[src/rtl/frame_buffer_arbiter.sv]
// Single-port frame buffer arbiter: round-robin over rq/ack requesters, with fixed-priority
// real-time requesters and optional hold-time preemption of non-priority holders.
module frame_buffer_arbiter #(
    parameter int unsigned         NUM_REQ   = 4,
    parameter logic [NUM_REQ-1:0]  PRIO_MASK = 4'b1000,
    parameter int unsigned         MAX_HOLD  = 0,
    parameter int unsigned         IDX_BITS  = $clog2(NUM_REQ)
) (
    input  logic                sobel_clk,
    input  logic                reset,
    input  logic [NUM_REQ-1:0]  rq,
    output logic [NUM_REQ-1:0]  ack,
    output logic                busy,
    output logic [IDX_BITS-1:0] grant_idx,
    output logic [NUM_REQ-1:0]  preempt
);

    localparam int unsigned HOLD_W = (MAX_HOLD == 0) ? 1 : $clog2(MAX_HOLD + 1);
    localparam logic [HOLD_W-1:0] HOLD_LAST = (MAX_HOLD == 0) ? '0 : HOLD_W'(MAX_HOLD - 1);

    typedef enum logic [1:0] {StIdle, StGrant, StTurn} state_e;

    state_e              r_state;
    logic [NUM_REQ-1:0]  r_ack;
    logic                r_busy;
    logic [IDX_BITS-1:0] r_grant_idx;
    logic [NUM_REQ-1:0]  r_preempt;
    logic [IDX_BITS-1:0] r_rr_ptr;
    logic [HOLD_W-1:0]   r_hold_cnt;

    logic [NUM_REQ-1:0]  w_prio_rq;
    logic [IDX_BITS-1:0] w_winner;
    logic [IDX_BITS-1:0] w_next_ptr;
    logic                w_holder_rq;
    logic                w_others;
    logic                w_preempt;

    // (a + b) mod NUM_REQ for a < NUM_REQ, b < NUM_REQ.
    function automatic logic [IDX_BITS-1:0] wrap_add(input logic [IDX_BITS-1:0] a,
                                                     input int unsigned b);
        int unsigned s;
        s = 32'(a) + b;
        if (s >= NUM_REQ) s = s - NUM_REQ;
        return IDX_BITS'(s);
    endfunction

    assign w_prio_rq   = rq & PRIO_MASK;
    assign w_next_ptr  = wrap_add(r_grant_idx, 1);
    assign w_holder_rq = rq[r_grant_idx];
    assign w_others    = (rq & ~r_ack) != '0;
    assign w_preempt   = (MAX_HOLD != 0) && !PRIO_MASK[r_grant_idx] &&
                         (r_hold_cnt == HOLD_LAST) && w_others;

    // Descending scans so the last assignment is the lowest index / nearest to rr_ptr.
    always_comb begin
        w_winner = '0;
        if (w_prio_rq != '0) begin
            for (int i = NUM_REQ - 1; i >= 0; i--) begin
                if (w_prio_rq[i]) w_winner = IDX_BITS'(i);
            end
        end else begin
            for (int k = NUM_REQ - 1; k >= 0; k--) begin
                if (rq[wrap_add(r_rr_ptr, unsigned'(k))]) w_winner = wrap_add(r_rr_ptr, unsigned'(k));
            end
        end
    end

    always_ff @(posedge sobel_clk) begin
        if (reset) begin
            r_state     <= StIdle;
            r_ack       <= '0;
            r_busy      <= 1'b0;
            r_grant_idx <= '0;
            r_preempt   <= '0;
            r_rr_ptr    <= '0;
            r_hold_cnt  <= '0;
        end else begin
            r_preempt <= '0;
            unique case (r_state)
                StIdle: begin
                    if (rq != '0) begin
                        r_state     <= StGrant;
                        r_busy      <= 1'b1;
                        r_ack       <= NUM_REQ'(1) << w_winner;
                        r_grant_idx <= w_winner;
                        r_hold_cnt  <= '0;
                    end
                end
                StGrant: begin
                    if (r_hold_cnt != '1) r_hold_cnt <= r_hold_cnt + 1'b1;
                    if (!w_holder_rq || w_preempt) begin
                        r_state  <= StTurn;
                        r_ack    <= '0;
                        r_rr_ptr <= w_next_ptr;
                        // A simultaneous voluntary release takes precedence: no pulse.
                        if (w_holder_rq) r_preempt <= r_ack;
                    end
                end
                StTurn: begin
                    r_state <= StIdle;
                    r_busy  <= 1'b0;
                end
                default: begin
                    r_state <= StIdle;
                    r_busy  <= 1'b0;
                    r_ack   <= '0;
                end
            endcase
        end
    end

    assign ack       = r_ack;
    assign busy      = r_busy;
    assign grant_idx = r_grant_idx;
    assign preempt   = r_preempt;

endmodule

[config.mk]
export PLATFORM = sky130hd
export DESIGN_NAME = frame_buffer_arbiter
export DESIGN_NICKNAME = d
export VERILOG_FILES = /design/src/rtl/frame_buffer_arbiter.sv
export SDC_FILE = /design/constraint.sdc
export NUM_CORES = 1
export LEC_CHECK = 0
export ABC_CLOCK_PERIOD_IN_PS = 1310
export BUFFER_PORTS_ARGS = -buffer_cell sky130_fd_sc_hd__buf_2
export CAP_MARGIN = 0
export CORE_MARGIN = 3
export CORE_UTILIZATION = 40
export CTS_CLUSTER_SIZE = 28
export DETAILED_ROUTE_END_ITERATION = 6
export PLACE_DENSITY_LB_ADDON = 0.15
export SETUP_SLACK_MARGIN = 0.5
export SYNTH_ARGS = -nofsm -noshare
export SYNTH_HDL_FRONTEND = slang
export SYNTH_SLANG_ARGS = --single-unit
[constraint.sdc]
create_clock -name sobel_clk -period 1.31 [get_ports sobel_clk]
set_input_delay 0.262 -clock sobel_clk [delete_from_list [all_inputs] [get_ports sobel_clk]]
set_output_delay 0.262 -clock sobel_clk [all_outputs]
set_load 0.1 [all_outputs]
### Word-level counts from Yosys, hierarchy flattened

Index checks and enable logic that the tools add are counted.
W data, S select, Z words.

* flip-flop bits (word level): 11
* input port bits: 6
* output and inout bits: 11
* word-level logic and storage cells: 71

* add/subtract/negate cells: 9
* $lt $le $gt $ge: 10
* equal/unequal tests: 4
* shift operators: 1
* multiplexer cells: 32
* bitwise gates (word level): 3
* reduce and logical (&&, ||, !) cells: 7

Operators with widths (count)
* $mux W2: 16
* $lt A2 B3 Y1 const B: 5
* $ge A3 B3 Y1 const B: 4
* $pmux W4 S3: 1
* $bmux W1 S2: 5
* $sub A2 B1 Y2 const B: 5
* $mux W4: 2
* $reduce_and A2 Y1: 4
* $add A2 B1 Y3 const B: 2
* $add A2 B2 Y3 const B: 2
* $mux W1: 6
* $ne A2 B2 Y1 const B: 2
* $pmux W2 S2: 1
* $reduce_bool A4 Y1: 1
* $shl A1 B2 Y4 const A: 1
* $ge A2 B3 Y1 const B: 1
* $not A1 Y1: 3
* $reduce_and A3 Y1: 1
* $eq A2 B1 Y1 const B: 1
* $eq A2 B2 Y1 const B: 1
* $logic_not A2 Y1: 1
* $pmux W1 S2: 1

### Logic depth before layout (Yosys ltp)

Gate-level depths: netlist (run 1).

* word-level depth: 14
* mapped depth: 5
* mapped depth without buffers: 4

### Worst setup path after synthesis (run 1)

No wires, ideal clock.

* kind: register -> register
* from: register r_grant_idx[0] (netlist: grant_idx[0])
* to: register r_ack[0] (netlist: ack[0])
* setup time: 0.119 ns
* data arrival time: 2.070 ns
* data required time: 1.191 ns
* slack: -0.879 ns
* stages on the path, launching flop included: 6
* path buffers: 1
* period minus slack after synthesis: 2.189 ns
* cell sequence: dfxtp_1 > buf_6 > mux2_2 > a221oi_1 > nor3_1 > a32o_1

* word-level cells in the longest chain between the ends: 4

RTL lines
* start, declared: line 26 `logic [IDX_BITS-1:0] r_grant_idx;`
* start signal, assigned: line 85 `r_grant_idx <= w_winner;`
* $bmux W1 S2: line 49 `assign w_holder_rq = rq[r_grant_idx];`
* $mux W1 (not written as such): line 49
* $ne A2 B2 Y1 (no line)
* $reduce_and A3 Y1 (no line)
* end signal, assigned: line 84 `r_ack <= NUM_REQ'(1) << w_winner;`
* end, declared: line 24 `logic [NUM_REQ-1:0] r_ack;`

Every way passes these cells. The select of a mux whose other input is x is not followed.
A chain may end at the register's enable or synchronous reset.

### Worst setup path in the final report (run 1)

* from: register r_grant_idx[0] (netlist: grant_idx[0])
* to: register r_rr_ptr[1]

* word-level cells in the longest chain between the ends: 4
* elaborated cells between the ends (all ways): 8
* those cells by class: 2 x add/sub; 1 x order compare; 3 x mux; 1 x bitwise; 1 x reduce/logical

RTL lines
* parallel branches: the longest is 4 deep, another holds $add A2 B1 Y3
* end signal, assigned: line 94 `r_rr_ptr <= w_next_ptr;`
* end, declared: line 28 `logic [IDX_BITS-1:0] r_rr_ptr;`

Parallel ways; which one is timed is not known. The select of a mux whose other input is x is not followed.

==> results.toml, run 1 <==
[routing]
postRouteAntennaNets = 0
post-route-drc-count = 0
drt_iter0_drc = 10
vias = 566
drt-pass1-iter-count = 4
vias_per_cell = 5.442
wl_per_cell_microns = 14.21
drt-total-wl_microns = 1478

[sta]
rsz0062_at_grt = "true"
slew_headroom = 0.5050
setup_viol = 8
setup_ws_ns = -0.1435
worst_slew_pin_slew_ns = 0.7357
setup_tns_ns = -0.7175
fin_crit_ns = 1.453
fmax_mhz = 688.0
maxSlewViolCount = 0
clock_skew_ns = 0.004303
final.period_utilization = 1.110
finalHoldViolations = 0

[layout]
syn2layout_area_growth_pct = 65.07
drive_gt1_frac = 0.5506
nNetsFinal = 96
n_fill_cell = 94
fin_util = 0.7179
antenna_cells = 0
fin_area_sq_um = 945.9

[clock_network]
clkTransAtPathRegs_ns = 0.07
clkLatencyLatePin_ns = 0.27
cts_root_buf = "clkbuf_4"
clk_path_buf_depth = 2
cts-htree-levels = 1
cts_hold_buf = 0
cts_buffers = 3
cts_tree = "built"
cts.sink_count = 11

[grt]
grtUsageTotal = 0.1585
antenna_found_initial = 0
grt_max_degree = 9
overflow = 0
grt_pass1_wl_microns = 2118
grt_pass1_vias = 488

[yosys]
synthTopCellsByArea = "dfxtp_1 38%, a32o_1 7.0%, buf_4 6.6%"
syn-cell-area_sq_um = 573.1
synth_top_area_frac = 0.3843
synth.most_common_cell = "dfxtp_1"
synth_seq_cells = 11
syn_inst = 60
avgSynthCellArea_sq_um = 9.551
synth_flop_cell = "dfxtp_1"
synth_common_cells = "11 x dfxtp_1, 7 x nor2_1, 5 x buf_4"
synth_warnings = 0
synth_edf_count = 0
synth_seq_area_share = 0.3843
synth.distinct_cells = 23
async_flop_share = 0
yosysTopAreaCell = "dfxtp_1"

[setup_path]
cp-end-kind = "register"
cp.arrival_ns = 1.64
start_kind = "register"
cp_max_fo = 5
cp_data_required_time_ns = 1.50
crit_slowest_cell = "mux4_2"
path_delay_family = "multiplexers"
slowest_delay_ns = 0.54
crit_type = "register to register"
crit_buf_inv = 0
cp_cell_sequence = "mux4_2 -> nor3_4 -> nor2_1 -> a211oi_1"

[placement]
gp_congestion = 0.7883
io_buffers = 12
dp_hpwl_microns = 1082
place_area_sq_um = 873.3

[run_status]
violations = "negative setup slack"
outcome = "finished, violations left"

[min_path]
min_path_type = "primary input to register"

[floorplanning]
core_sq_um = 1318
die_h_microns = 43.85
die_w_microns = 43.85
die_area_sq_um = 1923
io_pins = 17
row_count = 13
start_util = 0.4349

[pwr]
ir_drop_mv = 0.7727
p_leak_uw = 0.0003770
p_per_area_nw_per_um2 = 1359

[run]
cap_violations = 0
## repair_timing
item / 4_1_cts / 5_1_grt
gates resized for setup: 1 / 4
pin swaps: 1 / 1
setup buffers: 1 / 3
setup endpoints to repair: 18 / 18
endpoints found under the hold margin: 0 / 0
## state kept, by name (all words and copies together), names as in the netlist
| name | count |
|---|---|
| r_state | 2 |
| busy | 1 |
| grant_idx | 2 |
| r_rr_ptr | 2 |
| ack | 4 |
## kinds of logic (layout without fill, tap and decap cells)
family,Yosys count,after routing,synth area share
xor+xnor,1,1,0.01529
compound gates,16,16,0.2249
buf+inv,9,35,0.1048
other cells,1,4,0.006544
simple gates,19,19,0.1856
flops,11,11,0.3843
mux,3,3,0.07860
## cells in the final DEF (no fill, tap or decap), drive strengths merged
master,Yosys,final
a2111oi,1,1
a211oi,4,4
a21oi,2,2
a221o,1,1
a221oi,2,2
a32o,4,4
buf,6,28
clkbuf,0,4
conb,1,4
dfxtp,11,11
inv,3,3
mux2,2,2
mux4,1,1
nand2,1,1
nand2b,1,1
nor2,7,7
nor2b,4,4
nor3,3,3
nor4,3,3
o211ai,1,1
o21ai,1,1
xnor2,1,1
## worst paths after layout
path | from | end | slack, ns | depth (start not counted)
min reg2reg | ack[3] | ack[3] | 0.50 | 1
max | grant_idx[0] | r_rr_ptr[1] | -0.14 | 4
max reg2reg | grant_idx[0] | r_rr_ptr[1] | -0.14 | 4
min | reset | grant_idx[1] | 0.32 | 3
## where the power goes
group | switching, uW | internal [uW] | total (uW)
registers | 44.2 | 377 | 421
clock network | 115 | 118 | 233
logic | 377 | 254 | 631
total | 536 | 750 | 1290
## tightest hold or removal path: cells and delay by family
family	cells	cell delay, ns
compound gates	1	0.05
buf+inv	2	0.24
## stage by stage
| stage | cells | hold slack [ns] | worst slack [ns] | power [uW] |
|---|---|---|---|---|
| final | 104 | 0.3241 | -0.1435 | 1286 |
| after global routing | 104 | 0.3293 | -0.1914 | 1345 |
| after CTS | 101 | 0.3063 | -0.1497 | 1265 |
| after global placement | 96 | 0.4761 | -0.08958 | 1006 |
| after detailed placement | 96 | 0.4835 | -0.1493 | 1013 |
| after floorplan | 63 | 0.4739 | -0.3976 | 819.8 |
## per-layer routing
layer / part of all wire / routed length [microns] / GRT usage / vias to the layer above
met5: 0 / 0 / 0 / -
met4: 0.014 / 21 / 0.1084 / 0
met3: 0.053 / 79 / 0.04979 / 4
met2: 0.50 / 734 / 0.2500 / 15
met1: 0.44 / 643 / 0.1802 / 271
li1: - / - / - / 276
## layout make-up
| type | instances | area [sq um] | area share |
|---|---|---|---|
| sequential | 11 | 246.5 | 0.2606 |
| inverter | 3 | 11.26 | 0.01190 |
| timing repair buffer | 28 | 292.8 | 0.3095 |
| clock buffer | 4 | 26.28 | 0.02778 |
| multi-input combinational | 43 | 350.3 | 0.3704 |
| tap | 15 | 18.77 | 0.01984 |
Power figures use the tool's default switching activity.
==> run 2: changes to the inputs <==
CORE_UTILIZATION = 43   (was 40)
==> run 2 against run 1 <==
  * The flow still finishes with violations (negative setup slack)
  * Largest cell class unchanged
  * Sequential share of layout area up 0.13 points
  * Combinational power about the same
  * Sequential power up 1%
  * Critical path type unchanged
==> results.toml, run 2 (synthesis gave the netlist of run 1 again) <==
[clock_network]
clkTransAtPathRegs_ns = 0.08
cts_buffers = 3
clk_path_buf_depth = 2
clkLatencyLatePin_ns = 0.26
cts_hold_buf = 0
cts_tree = "built"
cts.sink_count = 11
cts_root_buf = "clkbuf_4"
cts-htree-levels = 1

[pwr]
p_per_area_nw_per_um2 = 1366
power_uw = 1292
clockPowerShare = 0.180
ir_drop_mv = 0.8538
power_switching_uw = 544.1
combPwrFrac = 0.490
internal-power_uw = 747.6
switching_share = 0.4212
p_leak_uw = 0.0003784
p_seq_frac = 0.330

[layout]
layout_common_cells = "13 x buf_4, 7 x nor2_1, 7 x dfxtp_4, 7 x buf_12, 5 x buf_2"
antenna_cells = 0
fin_util = 0.8077
n_fill_cell = 67
drive_gt1_frac = 0.5682
largest_reg_flops = 4
layout_commonest_cell = "buf_4"
nNetsFinal = 95
syn2layout_area_growth_pct = 65.07

[placement]
gp_congestion = 0.8014
dp_hpwl_microns = 1130
io_buffers = 12

[floorplanning]
io_pins = 17
core_sq_um = 1171
start_util = 0.4893
die_w_microns = 42.51
die_h_microns = 42.51
row_count = 12
die_area_sq_um = 1807

[min_path]
min_to = "r_state[1]"
min_from = "reset"
min_delay_path_depth = 3
min_path_type = "primary input to register"

[sta]
finalHoldViolations = 0
clock_skew_ns = 0.008038
setup_ws_ns = -0.1122
fmax_mhz = 703.1
rsz0062_at_grt = "true"
final.period_utilization = 1.086
fin_crit_ns = 1.422
holdWs_ns = 0.3414
setup_viol = 8
maxSlewViolCount = 0

[setup_path]
cp.arrival_ns = 1.57
crit_type = "register to register"
cp_max_fo = 5
cp-end-kind = "register"
rr_worst_depth = 4
start_kind = "register"
rr_startpoint = "grant_idx[0]"
r2r-end = "ack[1]"
cp_data_required_time_ns = 1.46
ff2ff_setup_slack_ns = -0.11

[routing]
drt-total-wl_microns = 1512
drt_iter0_drc = 18
vias = 572
vias_per_cell = 5.608
wl_per_cell_microns = 14.82
postRouteAntennaNets = 0
drt-pass1-iter-count = 4
post-route-drc-count = 0

[grt]
overflow = 0
antenna_found_initial = 0
grtUsageTotal = 0.1735
grt_max_degree = 9
grt_pass1_vias = 544
grt_pass1_wl_microns = 2428

[run_status]
violations = "negative setup slack"
outcome = "finished, violations left"

[run]
cap_violations = 0
run 2: worst max-delay path by stage:
stage / from / to / slack [ns] / depth (start not counted)
final: grant_idx[0] / ack[1] / -0.11 / 4
after global routing: grant_idx[0] / r_rr_ptr[1] / -0.16 / 4
after CTS: grant_idx[0] / r_rr_ptr[1] / -0.10 / 4
after detailed placement: rq[3] / r_rr_ptr[1] / -0.14 / 5
after global placement: rq[3] / r_rr_ptr[0] / -0.08 / 5
after floorplan: grant_idx[0] / r_rr_ptr[0] / -0.40 / 5
run 2: what timing repair did:
| action | 4_1_cts | 5_1_grt |
|---|---|---|
| gates cloned | 0 | 0 |
| setup buffers | 2 | 1 |
| setup endpoints to repair | 18 | 18 |
| gates resized for setup | 5 | 3 |
| pin swaps | 2 | 0 |
| endpoints found under the hold margin | 0 | 0 |
run 2: per-stage QoR:
step	setup slack, ns	area [sq um]	instances	TNS, ns
after global placement	-0.07955	872.1	95	-0.4534
after CTS	-0.1019	929.6	101	-0.6797
after floorplan	-0.3976	648.1	63	-2.610
after detailed placement	-0.1404	872.1	95	-0.6857
after global routing	-0.1639	945.9	102	-1.089
final	-0.1122	945.9	102	-0.7291
run 2: power by group through the flow:
stage	Sequential [uW]	Combinational, uW	Clock, uW
floorplan	586	234	0
global placement	435	571	0
detailed placement	436	583	0
CTS	426	611	236
global route	434	662	251
finish	426	633	232
run 2: layout make-up:
| type | instances | area (sq um) | share of cell area |
|---|---|---|---|
| Timing Repair Buffer | 27 | 285.3 | 0.3016 |
| Clock buffer | 4 | 26.28 | 0.02778 |
| Tap cell | 14 | 17.52 | 0.01852 |
| Inverter | 3 | 11.26 | 0.01190 |
| Multi-Input combinational cell | 43 | 357.8 | 0.3783 |
| Sequential cell | 11 | 247.7 | 0.2619 |
run 2: critical path: stages (launching register included):
cell	delay (ns)
dfxtp_4	0.38
mux2_2	0.34
a221oi_2	0.26
nor3_2	0.11
a32o_1	0.21
run 2: layer usage:
metal / up-vias / GRT usage / part of all wire
li1: 278 / - / -
met1: 275 / 0.2216 / 0.43
met2: 19 / 0.3009 / 0.51
met3: 0 / 0.04292 / 0.051
met4: 0 / 0.01863 / 0
met5: - / 0 / 0
